**src/rtl/pipeline_share_arbiter.sv**
```systemverilog
// Round-robin front end sharing one external register pipeline among NUM_REQ requesters,
// with a shadow valid/ID shift register tagging each word. Optional lock: PIPE_SHARE_LOCK_EN.
module pipeline_share_arbiter #(
  parameter int NUM_REQ    = 4,
  parameter int WORD_WIDTH = 32,
  parameter int PIPE_DEPTH = 3,
  localparam int ID_W      = (NUM_REQ > 1) ? $clog2(NUM_REQ) : 1,
  localparam int OCC_W     = $clog2(PIPE_DEPTH + 1)
) (
  input  logic                          clk_i,
  input  logic                          rst_i,
  input  logic [NUM_REQ-1:0]            req_valid_i,
  input  logic [NUM_REQ*WORD_WIDTH-1:0] req_data_i,
`ifdef PIPE_SHARE_LOCK_EN
  input  logic [NUM_REQ-1:0]            req_lock_i,
`endif
  output logic [NUM_REQ-1:0]            req_ready_o,
  output logic                          pipe_clk_en_o,
  output logic [WORD_WIDTH-1:0]         pipe_data_o,
  input  logic [WORD_WIDTH-1:0]         pipe_data_i,
  output logic                          rsp_valid_o,
  input  logic                          rsp_ready_i,
  output logic [ID_W-1:0]               rsp_id_o,
  output logic [WORD_WIDTH-1:0]         rsp_data_o,
  output logic [OCC_W-1:0]              occupancy_o
);

  if (PIPE_DEPTH < 1) begin : g_bad_depth
    $error("pipeline_share_arbiter: PIPE_DEPTH must be >= 1");
  end

  logic [PIPE_DEPTH-1:0] valid_q, valid_d;
  logic [ID_W-1:0]       id_q [PIPE_DEPTH];
  logic [ID_W-1:0]       id_d [PIPE_DEPTH];
  logic [ID_W-1:0]       ptr_q, ptr_d;
  logic [OCC_W-1:0]      occ_q, occ_d;
  logic                  have_win_q, have_win_d;

  logic                  advance;
  logic                  accept;
  logic                  grant_any;
  logic [ID_W-1:0]       win_id;
  logic [ID_W-1:0]       idx;

  // Advance depends only on shadow state and downstream ready, never on requester valids.
  assign advance       = ~valid_q[PIPE_DEPTH-1] | rsp_ready_i;
  assign accept        = valid_q[PIPE_DEPTH-1] & rsp_ready_i;
  assign pipe_clk_en_o = advance;

  // Arbitration: round-robin from ptr+1, optionally overridden by a held lock.
  always_comb begin
    grant_any = 1'b0;
    win_id    = '0;
    idx       = '0;
    if (advance && !rst_i) begin
      for (int i = 1; i <= NUM_REQ; i++) begin
        idx = ID_W'((32'(ptr_q) + i) % NUM_REQ);
        if (!grant_any && req_valid_i[idx]) begin
          grant_any = 1'b1;
          win_id    = idx;
        end else begin
          grant_any = grant_any;
        end
      end
`ifdef PIPE_SHARE_LOCK_EN
      if (have_win_q && req_valid_i[ptr_q] && req_lock_i[ptr_q]) begin
        grant_any = 1'b1;
        win_id    = ptr_q;
      end else begin
        win_id = win_id;
      end
`endif
    end else begin
      grant_any = 1'b0;
    end
  end

  // Grant outputs: one-hot ready and the winning word onto the pipeline input.
  always_comb begin
    req_ready_o = '0;
    pipe_data_o = '0;
    for (int k = 0; k < NUM_REQ; k++) begin
      if (grant_any && (win_id == ID_W'(k))) begin
        req_ready_o[k] = 1'b1;
        pipe_data_o    = req_data_i[k*WORD_WIDTH +: WORD_WIDTH];
      end else begin
        req_ready_o[k] = 1'b0;
      end
    end
  end

  // Next state of the shadow stages, round-robin pointer and occupancy.
  always_comb begin
    valid_d    = valid_q;
    id_d       = id_q;
    ptr_d      = ptr_q;
    have_win_d = have_win_q;
    occ_d      = occ_q;
    if (advance) begin
      for (int i = PIPE_DEPTH - 1; i > 0; i--) begin
        valid_d[i] = valid_q[i-1];
        id_d[i]    = id_q[i-1];
      end
      valid_d[0] = grant_any;
      id_d[0]    = win_id;
    end else begin
      valid_d = valid_q;
    end
    if (grant_any) begin
      ptr_d      = win_id;
      have_win_d = 1'b1;
    end else begin
      ptr_d = ptr_q;
    end
    case ({grant_any, accept})
      2'b10:   occ_d = occ_q + OCC_W'(1);
      2'b01:   occ_d = occ_q - OCC_W'(1);
      default: occ_d = occ_q;
    endcase
  end

  // State registers with synchronous reset; ptr resets so requester 0 wins first.
  always_ff @(posedge clk_i) begin
    if (rst_i) begin
      valid_q    <= '0;
      id_q       <= '{default: '0};
      ptr_q      <= ID_W'(NUM_REQ - 1);
      have_win_q <= 1'b0;
      occ_q      <= '0;
    end else begin
      valid_q    <= valid_d;
      id_q       <= id_d;
      ptr_q      <= ptr_d;
      have_win_q <= have_win_d;
      occ_q      <= occ_d;
    end
  end

  // Reset hides the stale output stage so no in-flight word can complete.
  assign rsp_valid_o = valid_q[PIPE_DEPTH-1] & ~rst_i;
  assign rsp_id_o    = id_q[PIPE_DEPTH-1];
  assign rsp_data_o  = pipe_data_i;
  assign occupancy_o = rst_i ? '0 : occ_q;

endmodule

```
**config.mk**
```make
export PLATFORM = sky130hd
export DESIGN_NAME = pipeline_share_arbiter
export DESIGN_NICKNAME = d
export VERILOG_FILES = /design/src/rtl/pipeline_share_arbiter.sv
export SDC_FILE = /design/constraint.sdc
export NUM_CORES = 1
export LEC_CHECK = 0
export ABC_AREA = 1
export ABC_CLOCK_PERIOD_IN_PS = 5810
export CORE_AREA = 3 3 91 93
export DETAILED_ROUTE_END_ITERATION = 8
export DIE_AREA = 0 0 94 96
export GPL_ROUTABILITY_DRIVEN = 0
export PLACE_DENSITY = 0.86
export SLEW_MARGIN = 15
export SYNTH_ARGS = -nofsm -noshare
export SYNTH_HDL_FRONTEND = slang
export SYNTH_SLANG_ARGS = --single-unit
```
**constraint.sdc**
```tcl
create_clock -name clk_i -period 5.81 [get_ports clk_i]
set_input_delay 0.8715 -clock clk_i [delete_from_list [all_inputs] [get_ports clk_i]]
set_output_delay 0.8715 -clock clk_i [all_outputs]
set_load 0.01 [all_outputs]
```
---- After elaboration in Yosys (flattened, before gate mapping) ----
Index checks and enable logic that the tools add are counted.
word-level totals
  bits in registers ....................... 13
  input port bits ......................... 167
  output and inout bits ................... 74
  word-level logic and storage cells ...... 71
operators by class
  bitwise operators ....................... 5
  reduce and logical (&&, ||, !) cells .... 14
  magnitude comparators ................... 4
  mux-type cells .......................... 31
  eq/ne operators ......................... 5
  add/sub/neg operators ................... 6
operators with widths
  cell                                                                  number
  32-bit 2-to-1 mux                                                     4
  1-bit 2-to-1 mux                                                      16
  2-bit by 3-bit < comparator with 1-bit output, second input constant  4
  2-bit 2-to-1 mux                                                      6
  1-bit binary-select mux with 2-bit select                             4
  1-bit logical AND                                                     8
  2-bit by 1-bit adder with 2-bit output, second input constant         3
  2-bit == test, second input constant                                  3
  2-bit adder, second input constant                                    2
  2-bit by 1-bit == test with 1-bit output, second input constant       2
  1-bit zero test                                                       4
  2-bit one-hot mux with 2 select lines                                 1
  1-bit bitwise AND                                                     2
  2-bit zero test                                                       1
  1-bit inverter                                                        2
  2-bit nonzero test                                                    1
  2-bit by 1-bit subtractor with 2-bit output, second input constant    1
  1-bit bitwise OR                                                      1

---- Logic depth before layout (Yosys ltp) ----
  word-level depth ........................ 23
  gate-level depth with buffers ........... 16

---- Worst setup path before layout ----
OpenSTA, ideal clock, no wires.
  kind .................................... input port to output port
  start point ............................. in rst_i
  end point ............................... out pipe_data_o[22]
  stages .................................. 9
  setup slack ............................. 2.819 ns
  arrival time ............................ 2.119 ns
  path buffers ............................ 2
  cells stage by stage .................... clkbuf_1 -> nor2_2 -> nand2_1 -> inv_1 -> nand3_2 -> nor2_4 -> buf_8 -> nand2_2 -> nand4_1
on the way
  cells in the longest elaborated chain, start to end .. 9
  elaborated cells between the ends (all ways) .. 16
ends and longest elaborated chain
  item                            line  source
  start, declared                 11    input logic rst_i,
  1-bit zero test *               55    if (advance && !rst_i) begin
  1-bit logical AND *             55
  2-bit 2-to-1 mux                55
  2-bit zero test                 83    if (grant_any && (win_id == ID_W'(k))) begin
  1-bit logical AND               83
  32-bit 2-to-1 mux (3 in a row)  83
  32-bit 2-to-1 mux *             83
  end, declared                   19    output logic [WORD_WIDTH-1:0] pipe_data_o,
Mark *: on every way between the ends. The rest lies on a longest branch, timed or not.

---- Worst setup path in the final report ----
  start point ............................. in req_valid_i[2]
  end point ............................... out req_ready_o[3]
on the way
  cells in the longest elaborated chain, start to end .. 19
  elaborated cells between the ends (all ways) .. 30
ends and longest elaborated chain
  item                                       line  source
  start, declared                            12    input logic [NUM_REQ-1:0] req_valid_i,
  1-bit binary-select mux with 2-bit select  58    if (!grant_any && req_valid_i[idx]) begin
  1-bit 2-to-1 mux (not written as such)     58
  1-bit 2-to-1 mux                           58
  1-bit 2-to-1 mux                           55
  1-bit zero test                            58
  1-bit logical AND                          58
  1-bit 2-to-1 mux                           58
  1-bit 2-to-1 mux                           55
  [... 3 more ...]                           -
  1-bit 2-to-1 mux                           55
  1-bit zero test                            58
  1-bit logical AND                          58
  2-bit 2-to-1 mux                           58
  2-bit 2-to-1 mux                           55
  2-bit == test                              83
  1-bit logical AND *                        83
  1-bit 2-to-1 mux *                         83
  end, declared                              17    output logic [NUM_REQ-1:0] req_ready_o,
Mark *: on every way between the ends. The rest lies on a longest branch, timed or not. The select of a mux whose other input is x is not followed.

==> results.toml <==
[clock_network]
clk_pin_slew_ns = 0.05
cts_root_buf = "clkbuf_8"
cts_made_buffers = 3
cts_tree = "yes"
cts_setup_buffers = 0
h-tree-depth = 1
cts_hold_buf = 0
cts_sinks = 13
ctsLongestPathBuffers = 2
insertion_delay_ns = 0.25
cts-resized-gates = 0

[synth]
synth_top_area_cell = "nand4_1"
ys_types = 24
synth_nets = 512
yosysSeqAreaShare = 0.122
ys_warn_count = 0
synthTopCellsByArea = "nand4_1 (19%), nand3_1 (17%), buf_4 (14%), dfxtp_1 (12%), nand2_1 (9.7%)"
synthCells = 344
synth.avg_cell_area_um2 = 6.18
synth-seq-cells = 13
synth_area_mm2 = 0.00213
synth_top_area_share = 0.188

[critical_path]
worstSetupStartpointType = "input pin"
critPathCaptureType = "output pin"
path_max_fanout = 35
critPathKind = "input pin to output pin"
crit_required_ns = 4.94
arrival_ns = 4.12

[outcome]
outcome = "finished clean"

[timing]
fin_ws_ns = 0.817
max_freq_mhz = 200
slew_violations = 0
finalClockSkew_ns = 0.00183
fin_crit_ns = 4.99
rsz0062_at_grt = "false"
final_hold_viol_count = 0
tns_ns = 0
period_share = 0.859
setup_viol = 0
tightest_slew_ns = 0.744
slew_headroom = 0.503

[cells_and_area]
final_cell_mix = "clkdlybuf4s50_1 (176), nand3_1 (73), nand4_1 (64)"
final_nets = 636
diodes = 0
fin_area_mm2 = 0.00363
syn2layout_area_growth_pct = 70.7
drive_above_1_share = 0.0749
layout_commonest_cell = "clkdlybuf4s50_1"

[route]
drt_first_pass_iters = 4
wl_per_cell_um = 15.8
viasPerCell = 5.18
first_iter_violations = 71
dr_total_vias = 2948
route.detailed.drc = 0
detail-route-antenna-nets = 0
wl_um = 8980

[die]
die_h_um = 96
die-area_mm2 = 0.00902
fp-row-count = 32
die_w_um = 94
core_area_mm2 = 0.00761
io_pins = 241
start_util = 0.279

[power]
p_leak_nw = 1.40
total_power_mw = 1.75
power.density_mw_per_mm2 = 481
max-vdd-ir-drop_uv = 397

[global_route]
grt_antenna_before_repair = 0
overflow = 0
grt_pass1_vias = 2819
grt_pass1_wl_um = 13200
grt_max_degree = 45
grt_use_total = 0.178

[placement]
dp_slack_ns = 0.806
post_dp_cell_area_mm2 = 0.00358
dpl.hpwl_um = 6610
port_buffers = 176

[min_path]
min_path_type = "flip-flop to flip-flop"

[flow_run]
cap_violations = 0
-- Yosys cell counts, drive strengths merged --
cell	n
a21oi	2
nand4	64
o31ai	1
ha	1
buf	55
clkbuf	7
o22ai	3
nor2	13
inv	26
nand3b	2
o21ai	9
nand2	72
dfxtp	13
nand3	76
-- critical path: stages --
cell             delay (ns)
clkdlybuf4s50_1        0.47
nand2_1                0.06
nand2_1                0.14
inv_1                  0.08
nand2_1                0.08
nand2_2                0.08
o21ai_0                0.17
nand3_1                0.16
nand2_2                0.51
nand2_2                0.61
nor2_1                 0.31
clkdlybuf4s50_1        0.58
-- power by group --
group          internal (mW)  switching (mW)  total [mW]
Clock                 0.0485          0.0331      0.0817
Combinational          0.662           0.869        1.53
Sequential             0.110          0.0222       0.132
Total                  0.821           0.924        1.75
-- layout make-up --
class / count / area (um^2)
flip-flops and latches: 13 / 260
repair buffers: 181 / 1800
clock buffers: 4 / 45.0
fillers: 734 / 3980
well taps: 102 / 128
inverters: 26 / 103
multi-input cells: 243 / 1290
-- logic make-up after synthesis --
group,synth area share
and+or+nand+nor,0.562
buffers and inverters,0.271
DFF,0.122
AOI/OAI and AO/OA,0.0383
adders and majority gates,0.00588
-- metrics by stage --
step | hold slack (ns) | cells | util
floorplan | 0.422 | 344 | -
global placement | 0.437 | 565 | 0.471
detailed placement | 0.446 | 565 | 0.471
CTS | 0.453 | 569 | 0.477
global route | 0.494 | 569 | 0.477
finish | 0.446 | 569 | 0.477
-- final timing paths --
path,from,endpoint,slack (ns),depth (start not counted)
worst min-delay path,occ_q[1],occ_q[1],0.45,1
worst min register to register,occ_q[1],occ_q[1],0.45,1
worst max register to register,ptr_q[0],id_q[4],2.93,9
worst max-delay path,req_valid_i[2],req_ready_o[3],0.82,12
-- state kept, by name, indices dropped and copies added, names as in the netlist --
signal / count
id_q: 4
occ_q: 2
ptr_q: 2
valid_q: 3
rsp_id_o: 2
-- metal layers --
layer  track usage  up-vias  share of wire
met3        0.0414       11          0.096
met2         0.345      166           0.51
li1              -     1419              -
met4        0.0421        0          0.011
met1         0.196     1352           0.38
met5             0        -              0
Power figures use the tool's default switching activity.
